<file path="config.mk">
export PLATFORM = sky130hd
export DESIGN_NAME = instr_fetch_stage
export DESIGN_NICKNAME = d
export VERILOG_FILES = /design/src/rtl/instr_fetch_stage.sv
export SDC_FILE = /design/constraint.sdc
export NUM_CORES = 1
export LEC_CHECK = 0
export ABC_AREA = 1
export CORE_ASPECT_RATIO = 0.7
export CORE_MARGIN = 2
export CORE_UTILIZATION = 52
export CTS_CLUSTER_SIZE = 25
export DETAILED_ROUTE_END_ITERATION = 8
export HOLD_SLACK_MARGIN = 0.05
export PLACE_DENSITY_LB_ADDON = 0.25
export SLEW_MARGIN = 5
export SYNTH_ARGS = -nofsm -noshare
export SYNTH_HDL_FRONTEND = slang
export SYNTH_SLANG_ARGS = --single-unit
</file>
<file path="constraint.sdc">
create_clock -name CLK -period 2.3 [get_ports CLK]
set_input_delay 0.46 -clock CLK [delete_from_list [all_inputs] [get_ports CLK]]
set_output_delay 0.46 -clock CLK [all_outputs]
set_load 0.02 [all_outputs]
</file>
<file path="src/rtl/instr_fetch_stage.sv">
// instr_fetch_stage: PC owner, instruction-memory handshake and IF/ID register.
// Optional PERF_CNT_EN adds saturating stall/flush counters. Rev 1.0
`default_nettype none

module instr_fetch_stage #(
  parameter logic [31:0] RESET_PC = 32'h0000_0000
) (
  input  logic        CLK,
  input  logic        CLR,
  output logic        imem_req,
  output logic [31:0] imem_addr,
  input  logic        imem_ready,
  input  logic [31:0] imem_data,
  input  logic        ID_stall,
  input  logic        branch_taken,
  input  logic [31:0] branch_target,
  output logic [31:0] IF_ID_instr,
  output logic [31:0] IF_ID_PC4,
  output logic        IF_ID_valid
`ifdef PERF_CNT_EN
  ,
  output logic [15:0] perf_stall_cnt,
  output logic [15:0] perf_flush_cnt
`endif
);

  localparam logic [1:0] IDLE  = 2'd0;
  localparam logic [1:0] FETCH = 2'd1;
  localparam logic [1:0] KILL  = 2'd2;
  localparam logic [1:0] HOLD  = 2'd3;

  logic [1:0]  state_q, state_d;
  logic [31:0] pc_q, pc_d;
  logic [31:0] kill_addr_q, kill_addr_d;
  logic [31:0] buf_instr_q, buf_instr_d;
  logic [31:0] buf_pc4_q, buf_pc4_d;
  logic [31:0] instr_q, instr_d;
  logic [31:0] pc4_q, pc4_d;
  logic        valid_q, valid_d;

  logic [31:0] pc_plus4;
  logic [31:0] target;

  assign pc_plus4 = pc_q + 32'd4;
  assign target   = branch_target & ~32'h0000_0003;

  // KILL keeps the outstanding address on the bus while PC already holds the target
  assign imem_req  = (state_q == FETCH) || (state_q == KILL);
  assign imem_addr = (state_q == KILL) ? kill_addr_q : pc_q;

  always_comb begin
    state_d     = state_q;
    pc_d        = pc_q;
    kill_addr_d = kill_addr_q;
    buf_instr_d = buf_instr_q;
    buf_pc4_d   = buf_pc4_q;
    instr_d     = instr_q;
    pc4_d       = pc4_q;
    valid_d     = valid_q;
    case (state_q)
      IDLE: state_d = FETCH;
      FETCH: begin
        if (branch_taken) begin
          instr_d     = 32'd0;
          valid_d     = 1'b0;
          pc_d        = target;
          kill_addr_d = pc_q;
          state_d     = imem_ready ? FETCH : KILL;
        end else if (imem_ready) begin
          pc_d = pc_plus4;
          if (ID_stall) begin
            buf_instr_d = imem_data;
            buf_pc4_d   = pc_plus4;
            state_d     = HOLD;
          end else begin
            instr_d = imem_data;
            pc4_d   = pc_plus4;
            valid_d = 1'b1;
          end
        end else if (!ID_stall) begin
          instr_d = 32'd0;
          valid_d = 1'b0;
        end
      end
      KILL: begin
        instr_d = 32'd0;
        valid_d = 1'b0;
        if (branch_taken) pc_d = target;
        if (imem_ready) state_d = FETCH;
      end
      HOLD: begin
        if (branch_taken) begin
          buf_instr_d = 32'd0;
          buf_pc4_d   = 32'd0;
          instr_d     = 32'd0;
          valid_d     = 1'b0;
          pc_d        = target;
          state_d     = FETCH;
        end else if (!ID_stall) begin
          instr_d = buf_instr_q;
          pc4_d   = buf_pc4_q;
          valid_d = 1'b1;
          state_d = FETCH;
        end
      end
      default: state_d = IDLE;
    endcase
  end

  always_ff @(posedge CLK) begin
    if (CLR) begin
      state_q     <= IDLE;
      pc_q        <= RESET_PC;
      kill_addr_q <= RESET_PC;
      buf_instr_q <= 32'd0;
      buf_pc4_q   <= 32'd0;
      instr_q     <= 32'd0;
      pc4_q       <= 32'd0;
      valid_q     <= 1'b0;
    end else begin
      state_q     <= state_d;
      pc_q        <= pc_d;
      kill_addr_q <= kill_addr_d;
      buf_instr_q <= buf_instr_d;
      buf_pc4_q   <= buf_pc4_d;
      instr_q     <= instr_d;
      pc4_q       <= pc4_d;
      valid_q     <= valid_d;
    end
  end

  assign IF_ID_instr = instr_q;
  assign IF_ID_PC4   = pc4_q;
  assign IF_ID_valid = valid_q;

`ifdef PERF_CNT_EN
  logic [15:0] stall_cnt_q, stall_cnt_d;
  logic [15:0] flush_cnt_q, flush_cnt_d;

  always_comb begin
    stall_cnt_d = stall_cnt_q;
    flush_cnt_d = flush_cnt_q;
    if (ID_stall && (stall_cnt_q != 16'hFFFF)) stall_cnt_d = stall_cnt_q + 16'd1;
    if (branch_taken && (flush_cnt_q != 16'hFFFF)) flush_cnt_d = flush_cnt_q + 16'd1;
  end

  always_ff @(posedge CLK) begin
    if (CLR) begin
      stall_cnt_q <= 16'd0;
      flush_cnt_q <= 16'd0;
    end else begin
      stall_cnt_q <= stall_cnt_d;
      flush_cnt_q <= flush_cnt_d;
    end
  end

  assign perf_stall_cnt = stall_cnt_q;
  assign perf_flush_cnt = flush_cnt_q;
`endif

endmodule

`default_nettype wire

</file>
-- Yosys cells after proc, flatten, opt, wreduce, memory -nomap -nowiden
Index checks and enable logic that the tools add are counted.
- bits in registers: 195
- input bits: 69
- output and inout bits: 98
- word-level logic and storage cells: 80
- $add $sub $neg: 1
- equal/unequal tests: 17
- muxes and demuxes: 41
- reduce and logical (&&, ||, !) cells: 13
- operator list (operator ; count):
    $mux W32 ; 22
    $pmux W32 S2 ; 4
    $pmux W32 S3 ; 1
    $add A32 B3 Y32 const B ; 1
    $ne A2 B2 Y1 const B ; 8
    $mux W2 ; 7
    $ne A3 B3 Y1 const B ; 4
    $pmux W2 S4 ; 1
    $reduce_and A3 Y1 ; 2
    $reduce_and A6 Y1 ; 1
    $mux W1 ; 5
    $reduce_and A5 Y1 ; 1
    $eq A2 B2 Y1 const B ; 2
    $ne A4 B4 Y1 const B ; 1
    $reduce_and A2 Y1 ; 2
    $reduce_and A4 Y1 ; 1
    $reduce_bool A2 Y1 ; 2
    $pmux W1 S3 ; 1
    $reduce_bool A3 Y1 ; 1
    $eq A2 B1 Y1 const B ; 1
    $logic_not A2 Y1 ; 1
    $ne A2 B1 Y1 const B ; 1
    $reduce_or A2 Y1 ; 1
    $logic_or A1 B1 Y1 ; 1

-- Longest topological paths before layout
- word-level depth: 5
- mapped depth: 11
- depth with buffers taken out: 10

-- Worst setup path after synthesis
No wires, ideal clock.
- path type: reg-to-output
- start: register state_q[0]
- end: output port imem_addr[10]
- arrival time: 1468 ps
- setup slack: 372 ps
- cell stages (with the launch flop): 6
- path buffers: 2
- cells stage by stage: dfxtp_1 inv_1 ha_1 clkbuf_1 clkbuf_1 o21ai_0
- longest elaborated chain between the ends: 2
- RTL lines (what ; line ; text):
    start, declared ; 32 ; logic [1:0] state_q, state_d;
    start signal, assigned ; 121 ; state_q <= state_d;
    $eq A2 B2 Y1 ; 49 ; assign imem_addr = (state_q == KILL) ? kill_addr_q : pc_q;
    $mux W32 ; 49 ;
    end, declared ; 11 ; output logic [31:0] imem_addr,
Every way passes these cells.

-- Worst setup path after layout
- start: register state_q[0]
- end: output port imem_addr[19]
Same word-level chain as after synthesis.

==> results <==
- The run finished, with violations left.
- The checks that failed: setup timing.
- In the routed layout, each cell is associated on average with a via count of 5.73.
- The required arrival time at the worst endpoint is 1840 ps.
- Input and output buffers added on the ports amount to around 160.
- The number of inserted diodes is 0.
- The uppermost metal layer occupied by signal nets is met4.
- The number of placement rows is 38.
- Once placement completed, the tool counted placed cells totaling 1478.
- The met2 routed wirelength is about 11 mm.
- The fraction of layout cells with a size suffix above 1 is under 10%.
- The vertical extent of the die is approximately 110 um.
- The H-tree was split into 4 levels.
- The area inside the core boundary is roughly 16000 um^2.
- The number of setup buffers added after CTS is 0.
- In the post-synthesis netlist, the biggest area contributors are dfxtp_1 (45%), a21oi_1 (12%), nand2_1 (11%), o21ai_0 (9.8%), nand3_1 (3.3%).
- The clock reaches the later pin of the worst-skew pair after 430 ps.
- The number of top-level design ports is between 150 and 200.
- A synthesized cell averages 7.17 um^2.
- The final-report hold violation count is 0.
- The HPWL after detailed placement is approximately 17 mm.
- Sequential elements use about 45% of the synthesized area.
- On the final layout, the worst hold slack is ~450 ps.
- The clock tree root driver cell is clkbuf_16.
- Wire segments on met3 add up to between 1.5 and 2 mm in the final route.
- The count of buffer and inverter cells on the critical path is 3.
- The count of final max-slew check failures is 0.
- Counting flops with a built-in enable in the synthesized netlist gives 0.
- The number of instances in the synthesized netlist is approximately 1200.
- The distinct cell type count after synthesis is 34.
- Between clock sinks in the finished design, the worst skew comes to around 13 ps.
- The critical path arrival is approximately 1900 ps.
- For this run, the top clock speed supported by timing is ~430 MHz.
- The floorplan step defined a die boundary enclosing around 17000 um^2.
- The detailed router put a total of 12.1 mm of wire on met1.
- The relative slew slack is 64.3%.
- The congestion estimate from routability-driven global placement came to roughly 0.95.
- Among all flip-flop cells after synthesis, the most frequent one is dfxtp_1.
- In this run the worst hold path is classified as flip-flop to flip-flop.
- Walking the worst path, the cells encountered are inv_2, ha_4, bufbuf_16, o21ai_0, clkdlybuf4s15_2.
- After detailed routing, the number of remaining DRC violations is 0.
- In this run the worst path has a maximum fanout of 25.
- The total overflow reported by the global router is 0.
- The critical path startpoint category is a flip-flop.
- The via count of the routed design is ~8700.
- The number of nets in the final layout is 1372.
- The worst path setup slack after routing is -10.6 ps.
- Entering global routing, the biggest net connects ~120 pins.
- The critical path class is flip-flop to primary output.
- After routing the design area is 10800 um^2.
- The number of global-route vias before repair is slightly below 8000.
- The sort of element at the end of the critical path is a primary output.
- Once layout is complete, the utilization of the core stands at slightly below 70%.
- The analysis attributes to cell leakage a power of approximately 4.1 nW.
- The total iterations of the first detailed-routing run is 8.
- The final-report setup violation count is 1.
- The netlist area before placement is between 8000 and 9000 um^2.
- The total wirelength of the detailed-routed design is about 25 mm.
- In this run the cell area measured after placement is about 10000 um^2.
- The clock edge transition at the registers on the reported setup and hold paths is about 70 ps.
- The number of clock buffers added by TritonCTS is 17.
- The width of the die is between 150 and 200 um.
- The pin slew with the least headroom to its limit is ~530 ps.
- The maximum vdd drop is ~520 uV.
- Counting along the longest clock path gives a buffer depth of 2.
- Global routing used approximately 28% of the available tracks across all layers.
- Summed over its instances, the top area cell type makes up between 40% and 50% of the synthesized netlist area.
- The number of antenna-violating nets in the routed design is 0.
- Setup repair after global routing could not meet its margin everywhere.
- The finished layout holds around 1500 standard cells, fillers aside.
- The shortest clock period the worst path allows after layout is around 2300 ps.
- TritonCTS built the clock tree.
- The number of antenna violations at the first check in global routing is 0.
- The tool flagged a number of max-cap violations equal to 0.
- The dominant cell type by area after synthesis is dfxtp_1.
- The flip-flop and latch count after synthesis is between 150 and 200.
- For this configuration, the core starts out at a cell density of 53.9%.
- The power density relative to cell area is just over 800 nW/um^2.
- Relative to the synthesized area, the layout overhead comes to 28.1%.
- The largest single stage delay on the critical path is 340 ps.
- The post-route fraction of the period consumed by the critical path is 100%.
- The cell type of the slowest stage on the worst timing path is dfxtp_1.
- The average wire per cell in the routed design is approximately 17 um.
- CTS saw between 150 and 200 sinks.
- In the synthesized netlist the async set-or-reset flop fraction comes to 0%.
- The worst slack at placement is 84.6 ps.
- The DRC violation total after the first TritonRoute iteration is around 940.
- The first-pass GRT wire length is between 40 and 50 mm.
- Broken down by cell family, the worst path's largest delay share belongs to buffers and inverters.
- The Yosys step of the flow raised 0 warnings.
-- worst reg2reg max path, cell delays in order, from the launching register on --
cell and delay (ps):
dfxtp_1 410, ha_1 220, nand2_1 60, nor2_1 280, nand2_2 200, nor2_4 240
xor2_1 340, nand2_1 180, a21oi_1 150
-- placed cells by master (no fill, tap or decap), drive strengths merged, types with 15 or more instances in the layout --
cell           instances
a21oi                202
nor2                  72
nand2                257
a31oi                 32
dlygate4sd2           15
dfxtp                189
buf                   30
inv                   49
clkdlybuf4s50        131
clkbuf                23
o21ai                205
nand3                 56
-- logic make-up (layout without fill, tap and decap cells) --
family | count (synthesis) | after routing | share of synthesized area [%]
XOR/XNOR | 15 | 15 | 1.55
AO/OA/AOI/OAI | 445 | 445 | 27.2
AND/OR/NAND/NOR | 391 | 391 | 19.0
adder cells (fa/ha/maj) | 5 | 5 | 0.740
buffers and inverters | 134 | 264 | 6.69
flip-flops | 189 | 189 | 44.7
other | 1 | 2 | 0.0443
-- final timing paths --
check,from,slack (ps),end,depth (start not counted)
setup / recovery,state_q[0],-10,imem_addr[19],5
hold / removal,buf_pc4_q[1],450,buf_pc4_q[1],2
setup reg to reg,pc_q[3],180,buf_pc4_q[18],8
hold reg to reg,buf_pc4_q[1],450,buf_pc4_q[1],2
-- through the flow --
step / setup TNS, ps / power (W)
finish: -10.6 / 0.00891
global route: -410 / 0.00932
CTS: 0 / 0.00892
detailed placement: 0 / 0.00611
global placement: 0 / 0.00607
floorplan: 0 / 0.00514
-- cell type report --
type                    instances  area, um^2
well taps                     200         250
clock inverters                15         150
flip-flops and latches        189        3780
fillers                      1372        4860
repair buffers                190        1930
clock buffers                  17         425
multi-input cells             858        4140
inverters                      42         159
-- layer usage --
metal,track usage (%),up-vias
li1,-,4239
met1,43.5,4057
met2,40.7,332
met3,5.79,36
met4,6.79,0
met5,0,-
-- cells in the mapped netlist (all sizes together) (2+ instances only) --
cell type  count
ha             5
nor3           2
o21ai        205
xnor2          3
and2           2
nor2          72
a21oi        202
a31oi         32
nand3         56
buf           32
clkbuf        60
xor2          12
nand2        257
inv           42
dfxtp        189
-- registers in the layout, indices dropped and copies added, names as in the netlist --
name,cells
IF_ID_PC4,31
IF_ID_instr,32
IF_ID_valid,1
buf_instr_q,32
buf_pc4_q,31
kill_addr_q,30
pc_q,30
state_q,2
-- timing repair --
action,in CTS,in global routing
endpoints found under the setup margin,31,14
hold buffers,0,0
gates resized for setup,70,16
gates cloned,1,0
hold endpoints to repair,0,0
-- where the power goes --
part,switching (W),internal [W],leakage [nW]
logic,0.00135,0.000834,2.26
clock network,0.00142,0.00145,0.287
registers,0.000256,0.00360,1.55
total,0.00302,0.00589,4.10
Note: power is estimated with default switching activity, not from simulation.
